### src/rtl/iob_bus_arbiter_pkg.sv
// Shared definitions for the two-master native-bus arbiter.
//   - FSM state encoding (ST_IDLE / ST_BUSY)
//   - Master index constants (M_IBUS = CPU instruction bus, M_DBUS = CPU data bus)
//   - Default widths and helpers that size the packed request/response buses.
// Request bus layout  (MSB..LSB): {valid, address[ADDR_W], wdata[DATA_W], wstrb[DATA_W/8]}
// Response bus layout (MSB..LSB): {rdata[DATA_W], ready}
package iob_bus_arbiter_pkg;

  typedef enum logic {
    ST_IDLE = 1'b0,
    ST_BUSY = 1'b1
  } arb_state_e;

  localparam logic M_IBUS = 1'b0;
  localparam logic M_DBUS = 1'b1;

  localparam int unsigned DEF_ADDR_W = 32;
  localparam int unsigned DEF_DATA_W = 32;

  // Width of a packed request bus: valid + address + wdata + wstrb.
  function automatic int unsigned req_w(input int unsigned addr_w, input int unsigned data_w);
    return 1 + addr_w + data_w + data_w / 8;
  endfunction

  // Width of a packed response bus: rdata + ready.
  function automatic int unsigned resp_w(input int unsigned data_w);
    return data_w + 1;
  endfunction

endpackage

### src/rtl/iob_arb_sel2.sv
// Combinational two-way winner select for iob_bus_arbiter.
// Ports:
//   pend_i   [1:0]  pending-request flags, bit N = master N
//   last_i          index of the master served most recently
//   any_o           at least one master is pending
//   winner_o        index of the master to serve next (meaningful when any_o)
// Configuration macro: ARB_FIXED_PRIO_EN
//   defined   -> fixed priority, master 0 always wins; last_i is ignored
//   undefined -> round-robin: on a tie the master not served last wins
module iob_arb_sel2
  import iob_bus_arbiter_pkg::*;
(
  input  logic [1:0] pend_i,
  input  logic       last_i,
  output logic       any_o,
  output logic       winner_o
);

  assign any_o = |pend_i;

`ifdef ARB_FIXED_PRIO_EN
  // History is irrelevant with a fixed priority order.
  logic unused_last;
  assign unused_last = last_i;

  // Instruction fetch first; a busy data bus waits until ibus goes quiet.
  assign winner_o = pend_i[M_IBUS] ? M_IBUS : M_DBUS;
`else
  always_comb begin
    if (&pend_i) begin
      // Tie: alternate away from whoever was served last.
      winner_o = ~last_i;
    end else begin
      winner_o = pend_i[M_DBUS] ? M_DBUS : M_IBUS;
    end
  end
`endif

endmodule

### src/rtl/iob_bus_arbiter.sv
// Two-master to one-slave native bus arbiter.
// Sits between the CPU (ibus = m0, dbus = m1) and the memory interconnect.
// Each master's single-cycle valid pulse is captured into a pending slot;
// the FSM then serves one pending request at a time on the slave bus and
// routes the slave's ready/rdata pulse back to the granted master only.
// Ports:
//   clk, rst_n          clock, asynchronous active-low reset
//   m0_req / m0_resp    master 0 (ibus) request in / response out
//   m1_req / m1_resp    master 1 (dbus) request in / response out
//   s_req  / s_resp     slave request out / response in
//   grant               index of the master owning the slave (valid while busy)
//   busy                a slave transaction is outstanding
// Configuration macro: ARB_FIXED_PRIO_EN (fixed priority, m0 wins every tie;
//   the round-robin history register is not built). Default: round-robin.
// Timing: valid at cycle k -> captured at end of k -> winner selected in k+1
//   -> slave valid pulse in k+2. The slave response is forwarded with no
//   added latency in the cycle it arrives.
module iob_bus_arbiter
  import iob_bus_arbiter_pkg::*;
#(
  parameter  int unsigned ADDR_W = DEF_ADDR_W,
  parameter  int unsigned DATA_W = DEF_DATA_W,
  localparam int unsigned REQ_W  = req_w(ADDR_W, DATA_W),
  localparam int unsigned RESP_W = resp_w(DATA_W)
) (
  input  logic              clk,
  input  logic              rst_n,
  input  logic [REQ_W-1:0]  m0_req,
  output logic [RESP_W-1:0] m0_resp,
  input  logic [REQ_W-1:0]  m1_req,
  output logic [RESP_W-1:0] m1_resp,
  output logic [REQ_W-1:0]  s_req,
  input  logic [RESP_W-1:0] s_resp,
  output logic              grant,
  output logic              busy
);

  // Everything below the valid bit is payload that is stored and replayed
  // untouched: {address, wdata, wstrb}.
  localparam int unsigned PAY_W   = REQ_W - 1;
  localparam int unsigned VLD_BIT = REQ_W - 1;
  localparam int unsigned RDY_BIT = 0;

  logic [1:0]       m_valid;
  logic [PAY_W-1:0] m_pay [2];
  logic             s_ready;

  assign m_valid[M_IBUS] = m0_req[VLD_BIT];
  assign m_valid[M_DBUS] = m1_req[VLD_BIT];
  assign m_pay[M_IBUS]   = m0_req[PAY_W-1:0];
  assign m_pay[M_DBUS]   = m1_req[PAY_W-1:0];
  assign s_ready         = s_resp[RDY_BIT];

  // Capture slots and FSM state.
  logic [1:0]       pend_q, pend_d;
  logic [PAY_W-1:0] pay_q [2];
  logic [PAY_W-1:0] pay_d [2];
  arb_state_e       state_q, state_d;
  logic             grant_q, grant_d;
  logic             svld_q, svld_d;
  logic             last;

  logic [1:0]       cap;
  logic [1:0]       done;
  logic             sel_any;
  logic             sel_win;

  // ---------------------------------------------------------------------------
  // Capture: a valid pulse claims an empty slot. A slot is freed in the cycle
  // its slave ready returns, so the other master may capture in that same
  // cycle without interference.
  // ---------------------------------------------------------------------------
  always_comb begin
    for (int n = 0; n < 2; n++) begin
      cap[n]    = m_valid[n] & ~pend_q[n];
      done[n]   = (state_q == ST_BUSY) & s_ready & (grant_q == 1'(n));
      pend_d[n] = (pend_q[n] & ~done[n]) | cap[n];
      pay_d[n]  = cap[n] ? m_pay[n] : pay_q[n];
    end
  end

  always_ff @(posedge clk or negedge rst_n) begin
    if (!rst_n) begin
      pend_q   <= '0;
      pay_q[0] <= '0;
      pay_q[1] <= '0;
    end else begin
      pend_q   <= pend_d;
      pay_q[0] <= pay_d[0];
      pay_q[1] <= pay_d[1];
    end
  end

  // ---------------------------------------------------------------------------
  // Winner selection (round-robin or fixed priority, chosen at build time).
  // ---------------------------------------------------------------------------
  iob_arb_sel2 u_sel (
    .pend_i   (pend_q),
    .last_i   (last),
    .any_o    (sel_any),
    .winner_o (sel_win)
  );

  // ---------------------------------------------------------------------------
  // FSM: IDLE picks a winner and arms a one-cycle slave valid; BUSY holds the
  // payload on the slave bus until ready comes back.
  // ---------------------------------------------------------------------------
  always_ff @(posedge clk or negedge rst_n) begin
    if (!rst_n) begin
      state_q <= ST_IDLE;
      grant_q <= M_IBUS;
      svld_q  <= 1'b0;
    end else begin
      state_q <= state_d;
      grant_q <= grant_d;
      svld_q  <= svld_d;
    end
  end

`ifdef ARB_FIXED_PRIO_EN
  assign last = M_DBUS;
`else
  logic last_q, last_d;

  // Reset value M_DBUS makes m0 win the very first tie.
  always_ff @(posedge clk or negedge rst_n) begin
    if (!rst_n) begin
      last_q <= M_DBUS;
    end else begin
      last_q <= last_d;
    end
  end

  assign last = last_q;

  always_comb begin
    last_d = last_q;
    if ((state_q == ST_BUSY) && s_ready) begin
      last_d = grant_q;
    end
  end
`endif

  always_comb begin
    state_d = state_q;
    grant_d = grant_q;
    svld_d  = 1'b0;
    unique case (state_q)
      ST_IDLE: begin
        if (sel_any) begin
          grant_d = sel_win;
          svld_d  = 1'b1;
          state_d = ST_BUSY;
        end
      end
      ST_BUSY: begin
        if (s_ready) begin
          state_d = ST_IDLE;
        end
      end
      default: begin
        state_d = ST_IDLE;
      end
    endcase
  end

  // ---------------------------------------------------------------------------
  // Outputs: slave bus is quiet outside BUSY; responses are gated so only the
  // granted master ever sees a non-zero response, and only on ready.
  // ---------------------------------------------------------------------------
  assign busy  = (state_q == ST_BUSY);
  assign grant = grant_q;
  assign s_req = busy ? {svld_q, pay_q[grant_q]} : '0;

  always_comb begin
    m0_resp = '0;
    m1_resp = '0;
    if (busy && s_ready) begin
      if (grant_q == M_DBUS) begin
        m1_resp = s_resp;
      end else begin
        m0_resp = s_resp;
      end
    end
  end

`ifndef SYNTHESIS
  // A master may not pulse valid again before its previous request completes.
  always_ff @(posedge clk) begin
    if (rst_n && m_valid[M_IBUS] && pend_q[M_IBUS]) begin
      $error("iob_bus_arbiter: m0 valid while its request is still pending");
    end
    if (rst_n && m_valid[M_DBUS] && pend_q[M_DBUS]) begin
      $error("iob_bus_arbiter: m1 valid while its request is still pending");
    end
  end
`endif

endmodule

### config.mk
export PLATFORM = sky130hd
export DESIGN_NAME = iob_bus_arbiter
export DESIGN_NICKNAME = d
export VERILOG_FILES = /design/src/rtl/iob_bus_arbiter_pkg.sv /design/src/rtl/iob_arb_sel2.sv /design/src/rtl/iob_bus_arbiter.sv
export SDC_FILE = /design/constraint.sdc
export NUM_CORES = 1
export LEC_CHECK = 0
export ABC_AREA = 1
export BUFFER_PORTS_ARGS = -buffer_cell sky130_fd_sc_hd__buf_4
export CORE_MARGIN = 2
export CORE_UTILIZATION = 43
export DETAILED_ROUTE_END_ITERATION = 8
export PLACE_DENSITY_LB_ADDON = 0.12
export SYNTH_ARGS = -nofsm -noshare
export SYNTH_HDL_FRONTEND = slang
export SYNTH_HIERARCHICAL = 1
export SYNTH_SLANG_ARGS = --single-unit
### constraint.sdc
create_clock -name clk -period 1 [get_ports clk]
set_input_delay 0.15 -clock clk [delete_from_list [all_inputs] [get_ports clk]]
set_output_delay 0.15 -clock clk [all_outputs]
set_load 0.01 [all_outputs]
==> results of run 1 <==
-- area by class of cell --
| class | instances | area, um2 | share of cell area [%] |
|---|---|---|---|
| flip-flops and latches | 142 | 3560 | 23.3 |
| clock buffers | 24 | 482 | 3.15 |
| multi-input cells | 694 | 4730 | 31.0 |
| repair buffers | 568 | 6010 | 39.3 |
| clock inverters | 7 | 62.6 | 0.409 |
| inverters | 41 | 161 | 1.06 |
| well taps | 216 | 270 | 1.77 |
-- power by group through the flow --
| stage | sequential [uW] | combinational [uW] | clock, uW |
|---|---|---|---|
| detailed placement | 10100 | 16500 | 0 |
| global placement | 9970 | 16300 | 0 |
| global route | 11400 | 30600 | 6340 |
| finish | 11400 | 29700 | 6190 |
| floorplan | 9600 | 9420 | 0 |
| CTS | 10100 | 24700 | 5950 |
-- flip-flops by register name, indices dropped and copies added, names as in the netlist --
| signal | flops |
|---|---|
| grant | 1 |
| busy | 1 |
| pend_q | 2 |
| svld_q | 1 |
| last | 1 |
| pay_q | 136 |
-- synth_stat cells, drive strengths merged --
library cell	number	share of area [%]
dfrtp	141	50
or2	1	0.088
nand3	138	10
dfstp	1	0.37
nand2	283	15
inv	41	2.2
buf	53	4.6
clkbuf	20	1.1
a21oi	2	0.14
nor2	201	12
o21ai	69	4.9
-- per-stage QoR --
| step | std cells | instance area (um2) |
|---|---|---|
| 6_report | 1692 | 15300 |
| 5_1_grt | 1692 | 15300 |
| 4_1_cts | 1684 | 14100 |
| 3_5_place_dp | 1447 | 10200 |
| 3_3_place_gp | 1447 | 10200 |
| 2_1_floorplan | 950 | 7380 |
-- routing by layer --
metal / track usage (%) / vias up
li1: - / 4027
met1: 46.4 / 4969
met2: 70.9 / 1106
met3: 9.30 / 447
met4: 21.6 / 2
met5: 0 / -
-- worst min path at each step --
stage | slack, ns | end | cells past startpoint
3_3_place_gp | 0.06 | pay_q[25] | 1
5_1_grt | 0.08 | busy | 3
4_1_cts | 0.08 | busy | 3
3_5_place_dp | 0.06 | pay_q[24] | 1
2_1_floorplan | -0.15 | busy | 0
6_report | 0.07 | busy | 3
-- tightest hold or removal path, cell delays in order --
cell	delay, ns
buf_4	0.13
buf_4	0.13
o21ai_2	0.06
-- kinds of logic after synthesis --
logic type | Yosys count
compound gates | 71
buf+inv | 114
flops | 142
simple gates | 623
-- repair_timing --
| action | in CTS | in global routing |
|---|---|---|
| endpoints found under the hold margin | 278 | 0 |
| hold buffers | 137 | 0 |
| cloned | 32 | 9 |
| gates resized for setup | 231 | 339 |
| buffers inserted | 38 | 23 |
| pin swaps | 57 | 106 |
| endpoints found under the setup margin | 277 | 279 |
==> results.yml, run 1 <==
outcome:
  status: "finished, violations left"
  violations: "setup timing"
layout:
  antenna_cells: 0
  final_layout_size_suffix_gt1_share_pct: 57.3
  final_core_util_pct: 95.5
  layout_commonest_cell: "buf_4"
  layout_common_cells: "buf_4 (289), dfrtp_1 (139), nand2_1 (138)"
  nFillCells: 406
  final_nets: 1637
  area_growth_pct: 116
setup_path:
  path_cells: "buf_12 -> buf_16 -> o21ai_0 -> nor2_1 -> buf_4"
  crit_type: "flop to output port"
  crit_path_start_kind: "flop"
  r2r_slack_ns: -0.49
  critPathMaxFanout: 34
  path_buf_inv: 3
  r2r-start: "pend_q[1]"
  critPathTopFamily: "buffers and inverters"
  worst_setup_path_end_kind: "output port"
  worstPathArrival_ns: 1.87
  required_ns: 0.85
  worstSetupPathDepth: 5
  slowest_delay_ns: 0.46
  ff2ff_path_depth: 6
  critical_path.startpoint: "grant"
  worstReg2RegEnd: "pay_q[4]"
  critPathSlowestCell: "dfrtp_2"
  cp-endpoint: "s_req[23]"
sta:
  whs_ns: 0.0698
  rsz0062_at_grt: "true"
  setup_slack_ns: -1.02
  slew_viol_final: 0
  post-route-period-util_pct: 202
  finClkSkew_ns: 0.0103
  setup_viol: 279
  fin_tns_setup_ns: -139.71
  worst_slew_pin_slew_ns: 0.443
  slew-limit-headroom_pct: 70.5
  max_freq_ghz: 0.494
  fin_crit_ns: 2.02
  hold_violations: 0
clock_network:
  ctsHtreeMaxLevel: 4
  cts.sinks: 142
  clk_latency_ns: 0.43
  numCtsBuffers: 17
  clockRootBuffer: "clkbuf_16"
  cts_tree: "yes"
  cts_max_path_buffers: 2
  clk_pin_slew_ns: 0.06
yosys:
  synth_nets: 1123
  synth_top_family_by_area: "simple AND/OR/NAND/NOR gates"
  synth_fa_ha_area_share_pct: 0
  synth-simple-area-share_pct: 36.9
  syn_area_per_cell_um2: 7.45
  synth_xor_area_share_pct: 0
  synth_compound_area_share_pct: 5.02
  ys.warnings.count: 6
  synth_cell_types: 20
  yosysSeqAreaShare_pct: 50.2
  synthMuxAreaShare_pct: 0
  syn-instance-count: 950
  synth-seq-cells: 142
  syn_area_mm2: 0.00708
floorplan:
  fp.dieW_um: 132
  core-area_mm2: 0.0160
  rows: 46
  ios: 310
  die_h_um: 132
  initial_core_util_pct: 44.2
  design.die.area_mm2: 0.0175
power_and_ir_drop:
  p_leak_uw: 0.00744
  finalPower_uw: 47300
  clkPwrFrac_pct: 13.1
  pwr-share-seq_pct: 24.1
  p_per_area_mw_per_mm2: 3100
  swShare_pct: 45.3
  p_switching_uw: 21500
  p_int_uw: 25900
  pwr-share-comb_pct: 62.9
  max-vdd-ir-drop_mv: 1.92
placed_design:
  gp_congestion: 0.826
  dpl.hpwl_um: 17300
  place_ws_ns: -0.394
  io_buffers: 309
route:
  finalWirelength_um: 45500
  routed.top_layer: "met5"
  met1Wirelength_um: 14500
  post_drt_wl_per_cell_um: 26.9
  viasPerCell: 6.24
  route.detailed.drc: 0
  routed-wl-met3_um: 5130
  vias: 10551
  drtPass1Iterations: 7
  met2_length_um: 21100
  ant_nets: 0
  drtIter0Drc: 1379
global_route:
  grt_use_total_pct: 40.6
  grt_pass1_vias: 9612
  overflow: 0
  grt_antenna_before_repair: 2
  grt_max_degree: 50
  grt_pass1_wl_um: 54400
hold_path:
  min_path_type: "input pin to flop"
  min_from: "s_resp[0]"
job:
  drv_cap: 0
No activity file was read; power rests on OpenSTA's default activity.
==> run 2: changes to the inputs <==
CELL_PAD_IN_SITES_DETAIL_PLACEMENT = 1   (was default)
CELL_PAD_IN_SITES_GLOBAL_PLACEMENT = 1   (was default)
CORE_UTILIZATION = 30   (was 43)
SLEW_MARGIN = 20   (was default)
==> run 2 against run 1 <==
The flow still finishes with violations (setup timing). Wire length is 4.1% lower. Setup slack better by 0.20 ns. Critical endpoint is now m1_resp[2]. Clock power is 12% higher. Design area is 4.2% higher. Register-to-register slack better by 0.14 ns. Fmax is 11% higher.
==> results.yml, run 2 (synthesis gave the netlist of run 1 again) <==
outcome:
  status: "finished, violations left"
  violations: "setup timing"
power_and_ir_drop:
  p_switching_uw: 21400
  clkPwrFrac_pct: 14.1
  pwr-share-comb_pct: 62.7
  p_int_uw: 27900
  swShare_pct: 43.4
  p_leak_uw: 0.00767
  p_per_area_mw_per_mm2: 3090
  max-vdd-ir-drop_mv: 1.74
  pwr-share-seq_pct: 23.2
setup_path:
  crit_type: "flop to output port"
  critPathSlowestCell: "dfrtp_2"
  path_cells: "buf_4 -> nand3_4 -> buf_12 -> nor2_1 -> buf_4"
  r2r-start: "grant"
  critPathMaxFanout: 11
  critPathTopFamily: "buffers and inverters"
  path_buf_inv: 3
  worstReg2RegEnd: "pend_q[1]"
  r2r_slack_ns: -0.35
  worstSetupPathDepth: 5
  required_ns: 0.85
  worstPathArrival_ns: 1.67
  slowest_delay_ns: 0.46
  ff2ff_path_depth: 6
  worst_setup_path_end_kind: "output port"
  crit_path_start_kind: "flop"
  crit_top_cell: "buf_4"
global_route:
  grt_use_total_pct: 30.2
  grt_max_degree: 42
  grt_antenna_before_repair: 0
  grt_pass1_vias: 9698
  grt_pass1_wl_um: 55600
  overflow: 0
sta:
  worst_slew_pin_slew_ns: 0.468
  rsz0062_at_grt: "true"
  fin_tns_setup_ns: -129.12
  hold_violations: 0
  setup_viol: 279
  setup_slack_ns: -0.822
  whs_ns: 0.0452
  max_freq_ghz: 0.549
  slew-limit-headroom_pct: 68.8
  slew_viol_final: 0
  fin_crit_ns: 1.82
  finClkSkew_ns: 0.0107
  post-route-period-util_pct: 182
clock_network:
  cts.sinks: 142
  cts_max_path_buffers: 2
  cts_tree: "yes"
  clk_latency_ns: 0.43
  numCtsBuffers: 17
  ctsHtreeMaxLevel: 4
  clockRootBuffer: "clkbuf_16"
  clk_pin_slew_ns: 0.07
placed_design:
  gp_congestion: 0.761
  io_buffers: 309
  dpl_cell_area_mm2: 0.0104
  dp.cells: 1559
  dpl.hpwl_um: 20500
layout:
  stdcell_count: 1818
  area_growth_pct: 125
  area.sequential_mm2: 0.00356
  final_nets: 1659
  top_regs: "pay_q (136), pend_q (2)"
  nFillCells: 2463
  largest-register: "pay_q"
  multi_input_area_mm2: 0.00489
  postLayoutCellArea_mm2: 0.0159
  largest_register_ffs: 136
  final_layout_size_suffix_gt1_share_pct: 60.4
  layout_common_cells: "buf_4 (314), dfrtp_1 (139), dlygate4sd3_1 (137)"
  antenna_cells: 0
  layout_commonest_cell: "buf_4"
hold_path:
  min_path_type: "input pin to flop"
  holdPathStages: 3
  min_to: "pay_q[1]"
  min_from: "m1_req[1]"
floorplan:
  ios: 310
  core-area_mm2: 0.0233
  die_h_um: 158
  initial_core_util_pct: 30.3
  design.die.area_mm2: 0.0248
  fp.dieW_um: 158
  rows: 56
route:
  route.detailed.drc: 0
  ant_nets: 0
  post_drt_wl_per_cell_um: 24.0
  drtIter0Drc: 414
  drtPass1Iterations: 5
  vias: 9278
  viasPerCell: 5.10
  finalWirelength_um: 43600
job:
  drv_cap: 0
==> run 2: changes by cell type in the layout (fill, tap and decap cells not counted), sizes merged <==
cell,before,now
bufinv,1,3
clkinv,5,2
clkinvlp,1,4
bufbuf,0,1
clkbuf,33,28
buf,422,441
nand2,283,285
inv,41,45
==> run 2: per-stage QoR <==
step,utilization (%),setup slack (ns),power [uW]
floorplan,-,-0.179,19000
global placement,44.4,-0.391,27000
detailed placement,44.4,-0.407,27300
CTS,62.0,-0.797,42900
global route,68.2,-0.895,51300
finish,68.2,-0.822,49200
==> run 2: worst max path at each step <==
| stage | start | end | slack, ns |
|---|---|---|---|
| after CTS | grant | s_req[48] | -0.80 |
| after detailed placement | grant | m0_resp[1] | -0.41 |
| final | grant | m1_resp[2] | -0.82 |
| after floorplan | grant | m1_resp[10] | -0.18 |
| after global placement | grant | s_req[4] | -0.39 |
| after global routing | grant | m1_resp[12] | -0.89 |
==> run 2: layout make-up <==
type                       count  share of cell area (%)
clock buffer                  19                    2.78
clock inverter                13                    1.12
inverter                      41                    1.05
multi-input combinational    696                    30.7
sequential                   142                    22.4
tap                          319                    2.51
timing repair buffer         588                    39.5
==> run 2: layer usage <==
layer	up-vias	share of wire [%]	GRT usage, %
met2	402	54	55.6
met5	-	0	0
met1	4661	37	34.5
li1	4091	-	-
met4	0	4.0	11.1
met3	124	5.5	6.00
==> run 2: power by group through the flow <==
stage / Clock [uW] / Sequential [uW] / Combinational [uW]
6_report: 6950 / 11400 / 30900
2_1_floorplan: 0 / 9600 / 9420
3_3_place_gp: 0 / 9980 / 17000
3_5_place_dp: 0 / 10100 / 17200
5_1_grt: 7260 / 11600 / 32400
4_1_cts: 6910 / 10300 / 25700
==> run 2: what timing repair did <==
| item | CTS | global route |
|---|---|---|
| buffers inserted | 35 | 31 |
| pin swaps | 47 | 85 |
| cloned | 36 | 13 |
| hold endpoints to repair | 278 | 0 |
| hold buffers | 137 | 0 |
| resized for setup | 261 | 367 |
| endpoints found under the setup margin | 279 | 279 |
==> run 2: worst reg2reg max path, cell delays in order, from the launching register on <==
cell	delay [ns]
dfrtp_2	0.46
buf_4	0.15
nand3_4	0.19
buf_6	0.20
buf_4	0.13
nand2_1	0.06
nand2_1	0.06
